## src/rtl/cpu_defs_pkg.sv

```systemverilog
// Shared CPU definitions: vector addresses,
// two-byte opcode marker and fetch FSM encoding.
package cpu_defs;

  localparam logic [7:0] RESET_VEC_ADDR = 8'h00;
  localparam logic [7:0] INT_VEC_ADDR   = 8'h01;
  localparam logic [3:0] IMM_OPCODE     = 4'hC;

  localparam logic [1:0] ST_RST_VEC = 2'd0;
  localparam logic [1:0] ST_FETCH   = 2'd1;
  localparam logic [1:0] ST_IMM     = 2'd2;
  localparam logic [1:0] ST_INT_VEC = 2'd3;

endpackage

```

## src/rtl/fetch_out_reg.sv

```systemverilog
// Valid/ready holding register between fetch and decode.
// Load wins over drain; flush drops the entry.
module fetch_out_reg #(
  parameter int AW = 8,
  parameter int DW = 8
) (
  input  logic          clk,
  input  logic          rst,
  input  logic          load,
  input  logic          flush,
  input  logic          ready,
  input  logic [DW-1:0] in_instr,
  input  logic [DW-1:0] in_imm,
  input  logic          in_has_imm,
  input  logic [AW-1:0] in_pc,
  output logic          valid,
  output logic [DW-1:0] instr,
  output logic [DW-1:0] imm,
  output logic          has_imm,
  output logic [AW-1:0] pc
);

  // hold, load, flush or drain the decode entry
  always_ff @(posedge clk) begin
    if (rst) begin
      valid   <= 1'b0;
      instr   <= '0;
      imm     <= '0;
      has_imm <= 1'b0;
      pc      <= '0;
    end else if (flush) begin
      valid <= 1'b0;
    end else if (load) begin
      valid   <= 1'b1;
      instr   <= in_instr;
      imm     <= in_imm;
      has_imm <= in_has_imm;
      pc      <= in_pc;
    end else if (valid && ready) begin
      valid <= 1'b0;
    end
  end

endmodule

```

## src/rtl/fetch_unit.sv

```systemverilog
// Instruction fetch stage: owns the PC, handles reset and
// interrupt vectors, redirects and two-byte instructions.
module fetch_unit
  import cpu_defs::*;
#(
  parameter int         AW     = 8,
  parameter int         DW     = 8,
  parameter logic [3:0] IMM_OP = IMM_OPCODE
) (
  input  logic          clk,
  input  logic          rst,
  output logic [AW-1:0] imem_addr,
  input  logic [DW-1:0] imem_instr,
  input  logic          stall,
  input  logic          redirect_valid,
  input  logic [AW-1:0] redirect_pc,
  input  logic          intr,
  output logic          out_valid,
  input  logic          out_ready,
  output logic [DW-1:0] out_instr,
  output logic [DW-1:0] out_imm,
  output logic          out_has_imm,
  output logic [AW-1:0] out_pc,
  output logic          int_ack,
  output logic [AW-1:0] int_ret_pc
);

  logic [1:0]    state;
  logic [AW-1:0] pc;
  logic [AW-1:0] opc_pc;
  logic [DW-1:0] op_buf;
  logic          int_pend;

  logic          accept;
  logic          go;
  logic          is_imm;
  logic          redir;
  logic          load;
  logic [DW-1:0] ld_instr;
  logic [DW-1:0] ld_imm;
  logic          ld_has;
  logic [AW-1:0] ld_pc;

  assign accept = !out_valid || out_ready;
  assign go     = !stall && accept;
  assign is_imm = imem_instr[DW-1 -: 4] == IMM_OP;
  assign redir  = redirect_valid && (state != ST_RST_VEC);

  // address mux: vectors in their states, PC otherwise
  always_comb begin
    imem_addr = pc;
    unique case (1'b1)
      state == ST_RST_VEC: imem_addr = AW'(RESET_VEC_ADDR);
      state == ST_INT_VEC: imem_addr = AW'(INT_VEC_ADDR);
      default:             imem_addr = pc;
    endcase
  end

  // decide whether and what to push into the decode register
  always_comb begin
    load     = 1'b0;
    ld_instr = imem_instr;
    ld_imm   = '0;
    ld_has   = 1'b0;
    ld_pc    = pc;
    if (!redir && go) begin
      unique case (1'b1)
        state == ST_FETCH: load = !int_pend && !is_imm;
        state == ST_IMM: begin
          load     = 1'b1;
          ld_instr = op_buf;
          ld_imm   = imem_instr;
          ld_has   = 1'b1;
          ld_pc    = opc_pc;
        end
        default: load = 1'b0;
      endcase
    end
  end

  // PC, FSM, pending interrupt and opcode buffer
  always_ff @(posedge clk) begin
    if (rst) begin
      state      <= ST_RST_VEC;
      pc         <= '0;
      opc_pc     <= '0;
      op_buf     <= '0;
      int_pend   <= 1'b0;
      int_ack    <= 1'b0;
      int_ret_pc <= '0;
    end else begin
      int_ack <= 1'b0;
      if (state != ST_RST_VEC && intr)
        int_pend <= 1'b1;
      if (state == ST_RST_VEC) begin
        pc    <= AW'(imem_instr);
        state <= ST_FETCH;
      end else if (redirect_valid) begin
        pc    <= redirect_pc;
        state <= ST_FETCH;
      end else begin
        unique case (1'b1)
          state == ST_INT_VEC: begin
            int_ret_pc <= pc;
            pc         <= AW'(imem_instr);
            int_ack    <= 1'b1;
            int_pend   <= intr;
            state      <= ST_FETCH;
          end
          state == ST_IMM: begin
            if (go) begin
              pc    <= pc + 1'b1;
              state <= ST_FETCH;
            end
          end
          default: begin
            if (go) begin
              if (int_pend) begin
                state <= ST_INT_VEC;
              end else if (is_imm) begin
                op_buf <= imem_instr;
                opc_pc <= pc;
                pc     <= pc + 1'b1;
                state  <= ST_IMM;
              end else begin
                pc <= pc + 1'b1;
              end
            end
          end
        endcase
      end
    end
  end

  fetch_out_reg #(
    .AW(AW),
    .DW(DW)
  ) u_out (
    .clk       (clk),
    .rst       (rst),
    .load      (load),
    .flush     (redir),
    .ready     (out_ready),
    .in_instr  (ld_instr),
    .in_imm    (ld_imm),
    .in_has_imm(ld_has),
    .in_pc     (ld_pc),
    .valid     (out_valid),
    .instr     (out_instr),
    .imm       (out_imm),
    .has_imm   (out_has_imm),
    .pc        (out_pc)
  );

endmodule
```

## config.mk

```make
export PLATFORM = sky130hd
export DESIGN_NAME = fetch_unit
export DESIGN_NICKNAME = d
export VERILOG_FILES = /design/src/rtl/cpu_defs_pkg.sv /design/src/rtl/fetch_out_reg.sv /design/src/rtl/fetch_unit.sv
export SDC_FILE = /design/constraint.sdc
export NUM_CORES = 1
export LEC_CHECK = 0
export CELL_PAD_IN_SITES_DETAIL_PLACEMENT = 2
export CELL_PAD_IN_SITES_GLOBAL_PLACEMENT = 2
export CORE_MARGIN = 10
export CORE_UTILIZATION = 32
export DETAILED_ROUTE_END_ITERATION = 8
export GPL_ROUTABILITY_DRIVEN = 0
export MAX_ROUTING_LAYER = met4
export PLACE_DENSITY = 0.92
export SLEW_MARGIN = 20
export SYNTH_ARGS = -nofsm -noshare
export SYNTH_HDL_FRONTEND = slang
export SYNTH_SLANG_ARGS = --single-unit
```

## constraint.sdc

```tcl
create_clock -name clk -period 4.13 [get_ports clk]
set_input_delay 0.6195 -clock clk [delete_from_list [all_inputs] [get_ports clk]]
set_output_delay 0.6195 -clock clk [all_outputs]
set_load 0.005 [all_outputs]
```

==> metrics.yaml, run 1 <==
postCtsSetupRepairBufs: 0
hold_viol_final: 0
ant_nets: 0
cts_max_level: 3
vias: 2780
synth_cell_type_count: 49
grt_util_met3_pct: 4.34
p_clk_share_pct: 36.4
end_kind: "output port"
worst_slew_pin_slew_ps: 1020
stdcell_area_um2: 3770
period_share_pct: 68.2
grt_use_met2_pct: 28.3
core_area_um2: 8810
dpl_cell_area_um2: 3580
ys_seq_elements: 62
pin_count: 65
fin_tns_setup_ps: 0
crit_family: "buffers and inverters"
die_w_um: 116
power_density_nw_per_um2: 366
seq_area_frac_synth_pct: 42.5
cp.arrival_ps: 2200
cts_resized: 0
hold_class: "register to register"
dieArea_um2: 13400
cts-root-buf: "clkbuf_8"
overflow: 0
drc: 0
worst_clock_skew_ps: 4.27
diodes: 0
clock_path_buffers: 2
p_int_uw: 967
worstSetupPathType: "register to output port"
syn_inst: 323
n_fill_cell: 969
dpl_worst_slack_ps: 1130
drtIter0Drc: 178
clock_latency_ps: 350
crit_chain: "inv_1 > ha_1 > mux2_2 > clkdlybuf4s50_1"
path_clk_slew_ps: 70
yosysWarnings: 0
max_stage_delay_ps: 490
grt_pass1_vias: 3186
hold_buffers: 0
grt.busiest_layer: "met2"
netSwitchingFraction_pct: 29.8
status: "finished clean"
antenna_found_initial: 0
rsz0062_at_grt: "no"
initial_core_util_pct: 33.2
grt_util_all_layers_pct: 17.4
die_h_um: 116
fmax_mhz: 355
firstDrtPassIters: 4
finalSetupViolCount: 0
grt_max_degree: 36
worst_slack_ps: 1310
ys_dominant_reg_cell: "dfxtp_1"
synthToLayoutAreaGrowth_pct: 28.9
synth_nets: 351
slew_headroom_pct: 31.9
period_needed_ps: 2820
crit_fanout: 11
rows: 34
drive_gt1_share_pct: 7.67
seq_power_share_pct: 47.5
cp_slowest_cell: "ha_1"
place.detailed.hpwl_um: 7710
p_sw_uw: 410
io_buffers: 64
vias_per_cell: 5.72
wl_um: 10800
synthArstFlopShare_pct: 0
finalMaxSlewViolations: 0
layout.nets: 401
grtUsageMet1_pct: 21.2
synth-edff-count: 0
avgSynthCellArea_um2: 9.05
cts_tree: "done"
cts_num_sinks: 62
vdd_drop_max_v: 0.000124
wire_per_inst_um: 22.3
grt_pass1_wl_um: 17700
syn_area_um2: 2920
maxCapViolCount: 0
comb_power_share_pct: 16.1
critPathLaunchType: "register"
numCtsBuffers: 9
crit_required_ps: 3510
path_buf_inv: 2
power_leakage_uw: 0.00142
[cell families (layout without fill, tap and decap cells)]
family	after synthesis	after routing	share of synthesized area [%]
AOI/OAI and AO/OA	112	112	26.2
adders and majority gates	6	6	2.57
buffers and inverters	33	88	5.44
DFF	62	62	42.5
muxes	17	17	5.86
and+or+nand+nor	93	93	17.4
[cell type report]
class / count / area [um2] / area share (%)
Tap cell: 108 / 135 / 3.59
Timing Repair Buffer: 67 / 663 / 17.6
Sequential cell: 62 / 1240 / 33.0
Clock buffer: 11 / 151 / 4.02
Clock inverter: 5 / 33.8 / 0.897
Inverter: 5 / 18.8 / 0.498
Multi-Input combinational cell: 228 / 1520 / 40.4
[power by group through the flow]
stage                     sequential, uW  combinational (uW)  clock, uW
final                                654                 222        501
after global placement               665                 212          0
after floorplan                      649                 133          0
after detailed placement             667                 220          0
after global routing                 659                 244        550
after CTS                            653                 224        514
[state kept, by name, summed over array words and instances, names as in the netlist]
signal         count
u_out.pc           8
opc_pc             8
int_ack            1
u_out.valid        1
int_ret_pc         8
u_out.has_imm      1
pc                 8
state              2
u_out.instr        8
op_buf             8
int_pend           1
u_out.imm          8
[worst paths after layout]
check / startpoint / end / slack [ps] / cells after the start
setup / recovery: state[1]$_SDFFE_PP0P_ / imem_addr[0] / 1310 / 4
hold / removal: u_out.has_imm$_SDFFE_PP0P_ / u_out.has_imm$_SDFFE_PP0P_ / 450 / 1
setup reg to reg: state[0]$_SDFFE_PP0P_ / u_out.pc[4]$_SDFFE_PP0P_ / 1530 / 6
hold reg to reg: u_out.has_imm$_SDFFE_PP0P_ / u_out.has_imm$_SDFFE_PP0P_ / 450 / 1
[cell usage in the layout, fill, tap and decap left out, drive strengths merged, types with 3 or more instances in the layout]
cell           instances
a211o                  3
a211oi                17
a21oi                 43
a22o                   8
a32o                   5
and2                  12
and3                   3
buf                    3
clkbuf                11
clkdlybuf4s50         64
clkinv                 3
dfxtp                 62
ha                     6
inv                    5
mux2i                 16
nand2                 25
nand2b                 4
nand3                 20
nor2                   7
nor2b                  4
nor3                   6
nor4                   3
o21ai                 17
[metrics by stage]
stage | cells | util [%] | power [uW] | hold WS [ps]
floorplan | 323 | - | 782 | 440
global placement | 470 | 40.7 | 877 | 434
detailed placement | 470 | 40.7 | 887 | 450
CTS | 486 | 42.8 | 1390 | 464
global route | 486 | 42.8 | 1450 | 498
finish | 486 | 42.8 | 1380 | 455
[layer usage]
layer | up-vias | part of all wire [%]
li1 | 1293 | -
met1 | 1398 | 45
met2 | 78 | 49
met3 | 11 | 5.3
met4 | 0 | 1.0
met5 | - | 0
[worst register-to-register path, cell delays in order (launching register included)]
cell,delay [ps]
dfxtp_1,350
inv_1,120
ha_1,430
nand2b_1,200
and4_1,510
and2_1,650
a211oi_1,190
[cells in the mapped netlist, drive strengths merged, types with 2 or more instances]
cell type,count,area [um2]
nand2,25,93.8
o211a,2,20.0
o21a,2,15.0
and2,12,75.1
nand3,20,100
buf,15,91.3
nor3,6,46.3
and3,3,18.8
nand2b,4,25.0
a32o,5,50.1
nor3b,2,15.0
a2bb2oi,2,17.5
ha,6,75.1
dfxtp,62,1240
clkbuf,13,48.8
a211oi,17,143
nand4,2,18.8
a211o,3,26.3
nor4,3,18.8
a21oi,43,219
a22o,8,70.1
a311oi,2,17.5
a221o,2,20.0
inv,5,18.8
o21ai,17,85.1
nor2,7,26.3
mux2i,16,160
nor2b,4,25.0
a21o,2,15.0
Note: power is estimated with default switching activity, not from simulation.
==> run 2: changes to the inputs <==
--- a/config.mk
+++ b/config.mk
@@ -8,11 +8,11 @@
 export CELL_PAD_IN_SITES_DETAIL_PLACEMENT = 2
 export CELL_PAD_IN_SITES_GLOBAL_PLACEMENT = 2
 export CORE_MARGIN = 10
-export CORE_UTILIZATION = 32
+export CORE_UTILIZATION = 30
 export DETAILED_ROUTE_END_ITERATION = 8
 export GPL_ROUTABILITY_DRIVEN = 0
 export MAX_ROUTING_LAYER = met4
-export PLACE_DENSITY = 0.92
+export PLACE_DENSITY = 0.87
 export SLEW_MARGIN = 20
 export SYNTH_ARGS = -nofsm -noshare
 export SYNTH_HDL_FRONTEND = slang
==> constraint.sdc (replaced) <==
create_clock -name clk -period 2.9 [get_ports clk]
set_input_delay 0.435 -clock clk [delete_from_list [all_inputs] [get_ports clk]]
set_output_delay 0.435 -clock clk [all_outputs]
set_load 0.005 [all_outputs]
==> metrics.yaml, run 2 (synthesized netlist as in run 1, its figures left out) <==
status: "finished clean"
antenna_found_initial: 0  # unchanged
wl_um: 11200  # +3.5%
rsz0062_at_grt: "no"
pin_count: 65  # unchanged
cts_tree: "done"
fmax_mhz: 369
cts_num_sinks: 62  # unchanged
path_clk_slew_ps: 70  # about the same
fin_cells: 510  # +4.9%
postCtsSetupRepairBufs: 0  # unchanged
grtUsageMet1_pct: 17.6  # -3.6 points
synthToLayoutAreaGrowth_pct: 31.1
hold_viol_final: 0  # unchanged
rows: 35  # +2.9%
diodes: 0  # unchanged
worst_clock_skew_ps: 8.43  # +4.15 ps
grt_util_met3_pct: 5.43  # +1.1 points
power_density_nw_per_um2: 523  # +43%
fin_tns_setup_ps: 0  # unchanged
cp.arrival_ps: 2270  # +70 ps
numCtsBuffers: 9  # unchanged
firstDrtPassIters: 4  # unchanged
grt_pass1_vias: 3145  # -1.3%
cts_resized: 0  # unchanged
clock_latency_ps: 350  # about the same
cts-root-buf: "clkbuf_8"
crit_required_ps: 2470  # -1040 ps
initial_core_util_pct: 31.2  # -2.0 points
grt_util_all_layers_pct: 15.9  # -1.6 points
die_w_um: 119  # +2.7%
dp_cells: 494  # +5.1%
io_buffers: 64  # unchanged
core_area_um2: 9370  # +6.4%
end_kind: "output port"
clock_path_buffers: 2  # unchanged
period_share_pct: 93.4
critPathLaunchType: "register"
vias: 2837  # +2.1%
grt_max_degree: 47  # +31%
worstSetupPathType: "register to output port"
grt.busiest_layer: "met2"
finalSetupViolCount: 0  # unchanged
wire_per_inst_um: 22.0  # -1.4%
multi_input_area_um2: 1530  # +0.41%
final_common_cell: "clkdlybuf4s50_1"
crit_fanout: 11  # unchanged
n_fill_cell: 1064  # +9.8%
grt_use_met2_pct: 26.4  # -1.9 points
die_h_um: 119  # +2.7%
drc: 0  # unchanged
final_cell_mix: "clkdlybuf4s50_1, dfxtp_1, a21oi_1"
finalMaxSlewViolations: 0  # unchanged
dieArea_um2: 14100  # +5.5%
drtIter0Drc: 166  # -6.7%
cts_max_level: 3  # unchanged
drive_gt1_share_pct: 7.87  # +0.20 points
vdd_drop_max_v: 0.000231  # +87%
ant_nets: 0  # unchanged
grt_pass1_wl_um: 17500  # -1.1%
hold_buffers: 0  # unchanged
power_leakage_uw: 0.00144  # +1.3%
overflow: 0  # unchanged
regToRegSetupSlack_ps: 370  # -1160 ps
period_needed_ps: 2710
worst_slew_pin_slew_ps: 745  # -276 ps
place.detailed.hpwl_um: 7650  # -0.86%
maxCapViolCount: 0  # unchanged
slew_headroom_pct: 50.2  # +18 points
hold_class: "register to register"
vias_per_cell: 5.56  # -2.8%
layout.nets: 404  # +0.75%
regArea_um2: 1240  # unchanged
## run 2: where the power goes
| group | switching [uW] | total, uW | internal [uW] |
|---|---|---|---|
| Sequential | 51.6 | 933 | 882 |
| Combinational | 180 | 328 | 148 |
| Clock | 346 | 741 | 395 |
| Total | 578 | 2000 | 1420 |
## run 2: per-layer routing
metal  routed length, um  share of wire (%)
met1                4870                 43
met2                5510                 49
met3                 645                5.8
met4                 183                1.6
met5                   0                  0
## run 2: final timing paths
check,to,cells past startpoint,from
max,imem_addr[0],4,state[0]$_SDFFE_PP0P_
min,int_ret_pc[0]$_SDFFE_PP0P_,2,int_ret_pc[0]$_SDFFE_PP0P_
max reg2reg,pc[5]$_SDFFE_PP0P_,6,state[0]$_SDFFE_PP0P_
min reg2reg,int_ret_pc[0]$_SDFFE_PP0P_,2,int_ret_pc[0]$_SDFFE_PP0P_
## run 2: layout make-up
type	count	area share (%)
Clock buffer	12	3.53
Clock inverter	4	1.24
Inverter	5	0.490
Multi-Input combinational cell	228	39.9
Sequential cell	62	32.4
Tap cell	129	4.21
Timing Repair Buffer	70	18.2
## run 2: through the flow
| step | hold WS, ps | setup slack (ps) | area, um2 | total power, uW | util (%) |
|---|---|---|---|---|---|
| final | 464 | 190 | 3830 | 2000 | 40.9 |
| after global routing | 485 | 105 | 3830 | 2100 | 40.9 |
| after CTS | 470 | 188 | 3820 | 2020 | 40.8 |
| after detailed placement | 461 | 92.6 | 3640 | 1270 | 38.9 |
| after global placement | 436 | 133 | 3640 | 1260 | 38.9 |
| after floorplan | 440 | 1030 | 2920 | 1110 | - |
## run 2: critical path: stages (launching register included)
cell	delay [ps]
dfxtp_1	400
inv_1	110
ha_1	560
mux2_2	380
clkdlybuf4s50_1	480
==> run 3: changes to the inputs <==
--- a/config.mk
+++ b/config.mk
@@ -7,12 +7,12 @@
 export LEC_CHECK = 0
 export CELL_PAD_IN_SITES_DETAIL_PLACEMENT = 2
 export CELL_PAD_IN_SITES_GLOBAL_PLACEMENT = 2
-export CORE_MARGIN = 10
+export CORE_MARGIN = 2
 export CORE_UTILIZATION = 30
 export DETAILED_ROUTE_END_ITERATION = 8
 export GPL_ROUTABILITY_DRIVEN = 0
 export MAX_ROUTING_LAYER = met4
-export PLACE_DENSITY = 0.87
+export PLACE_DENSITY_LB_ADDON = 0.1
 export SLEW_MARGIN = 20
 export SYNTH_ARGS = -nofsm -noshare
 export SYNTH_HDL_FRONTEND = slang
==> metrics.yaml, run 3 (synthesized netlist as in run 1, its figures left out) <==
status: "finished clean"
cp.arrival_ps: 2210  # -60 ps
dieArea_um2: 10500  # -25%
worst_slack_ps: 258  # +68.2 ps
dpl_cell_area_um2: 3660  # +0.62%
numCtsBuffers: 9  # unchanged
worstSetupPathType: "register to output port"
crit_required_ps: 2470  # about the same
grt_max_degree: 32  # -32%
power_leakage_uw: 0.00146  # +1.2%
io_buffers: 64  # unchanged
crit_fanout: 11  # unchanged
overflow: 0  # unchanged
critPathLaunchType: "register"
maxCapViolCount: 0  # unchanged
cts_max_level: 3  # unchanged
worst_clock_skew_ps: 9.19  # +0.765 ps
wl_um: 10000  # -10%
clock_path_buffers: 2  # unchanged
final_common_cell: "clkdlybuf4s50_1"
worst_slew_pin_slew_ps: 792  # +47.1 ps
whs_ps: 461  # -3.00 ps
cts-root-buf: "clkbuf_8"
n_fill_cell: 1067  # +0.28%
cts_tree: "done"
cts_resized: 0  # unchanged
path_clk_slew_ps: 80  # about the same
rsz0062_at_grt: "no"
die_w_um: 103  # -13%
hold_viol_final: 0  # unchanged
cts_num_sinks: 62  # unchanged
drive_gt1_share_pct: 9.61  # +1.7 points
hold_class: "register to register"
grt_pass1_wl_um: 16200  # -7.2%
slew_headroom_pct: 47.1  # -3.1 points
grt_pass1_vias: 2879  # -8.5%
final_cell_mix: "clkdlybuf4s50_1, dfxtp_1, a21oi_1"
endpoint: "imem_addr[0]"
hold_buffers: 0  # unchanged
end_kind: "output port"
vias_per_cell: 5.25  # -5.7%
die_h_um: 103  # -13%
drtIter0Drc: 83  # -50%
power_density_nw_per_um2: 526  # +0.68%
period_share_pct: 91.1  # -2.4 points
clock_latency_ps: 350  # about the same
rows: 36  # +2.9%
worstSetupStartpoint: "state[1]$_SDFFE_PP0P_"
reg2reg_to: "u_out.instr[1]$_SDFFE_PP0P_"
layout.nets: 408  # +0.99%
finalSetupViolCount: 0  # unchanged
period_needed_ps: 2640  # -68.2 ps
finalMaxSlewViolations: 0  # unchanged
fin_tns_setup_ps: 0  # unchanged
multi_input_area_um2: 1530  # unchanged
wire_per_inst_um: 19.4  # -12%
antenna_found_initial: 0  # unchanged
fmax_mhz: 379  # +2.6%
synthToLayoutAreaGrowth_pct: 32.4
core_area_um2: 9590  # +2.4%
place.detailed.hpwl_um: 6910  # -9.6%
pin_count: 65  # unchanged
grt_util_all_layers_pct: 21.1  # +5.2 points
reg2reg_depth: 6  # unchanged
drc: 0  # unchanged
firstDrtPassIters: 4  # unchanged
postCtsSetupRepairBufs: 0  # unchanged
power.total_uw: 2040  # +1.7%
ant_nets: 0  # unchanged
dpl_worst_slack_ps: 234  # +141 ps
regArea_um2: 1240  # unchanged
vias: 2718  # -4.2%
rr_startpoint: "state[0]$_SDFFE_PP0P_"
diodes: 0  # unchanged
regToRegSetupSlack_ps: 540  # +170 ps
initial_core_util_pct: 30.5  # -0.72 points
vdd_drop_max_v: 0.000203  # -12%
stdcell_area_um2: 3870  # +1.0%
## run 3: cell types whose count changed in the layout (fill, tap and decap cells not counted), sizes merged
cell	previous run	this run
clkbuf	12	9
clkinvlp	1	3
clkinv	2	3
buf	6	10
## run 3: per-layer routing
metal  up-vias  part of all wire, %  track usage (%)
met2        57                   48             33.0
met4         0                  1.0             5.95
met3         8                  3.0             3.46
li1       1302                    -                -
met1      1351                   48             28.1
met5         -                    0                -
## run 3: worst max-delay path, cell delays in order (launching register included)
cell and delay [ps]:
dfxtp_1 410, inv_1 90, ha_1 530, mux2_2 380
clkdlybuf4s50_1 440
## run 3: per-stage QoR
stage / util, % / cells
floorplan: - / 323
global placement: 38.2 / 502
detailed placement: 38.2 / 502
CTS: 40.3 / 518
global route: 40.3 / 518
finish: 40.3 / 518
## run 3: cell type report
type / instances / area share, %
Clock buffer: 9 / 3.20
Tap cell: 133 / 4.30
Inverter: 5 / 0.485
Timing Repair Buffer: 74 / 18.5
Multi-Input combinational cell: 228 / 39.5
Sequential cell: 62 / 32.1
Clock inverter: 7 / 1.94
## run 3: where the power goes
group | leakage [uW] | switching [uW] | internal, uW
sequential | 0.000503 | 45.2 | 881
combinational | 0.000861 | 179 | 149
clock | 0.0000914 | 385 | 398
total | 0.00146 | 609 | 1430
## run 3: worst min path at each step
stage	from	to	cells after the start
floorplan	op_buf[6]$_SDFFE_PP0P_	op_buf[6]$_SDFFE_PP0P_	1
global placement	u_out.has_imm$_SDFFE_PP0P_	u_out.has_imm$_SDFFE_PP0P_	1
detailed placement	u_out.has_imm$_SDFFE_PP0P_	u_out.has_imm$_SDFFE_PP0P_	1
CTS	int_ret_pc[3]$_SDFFE_PP0P_	int_ret_pc[3]$_SDFFE_PP0P_	2
global route	u_out.has_imm$_SDFFE_PP0P_	u_out.has_imm$_SDFFE_PP0P_	1
finish	int_ret_pc[3]$_SDFFE_PP0P_	int_ret_pc[3]$_SDFFE_PP0P_	2
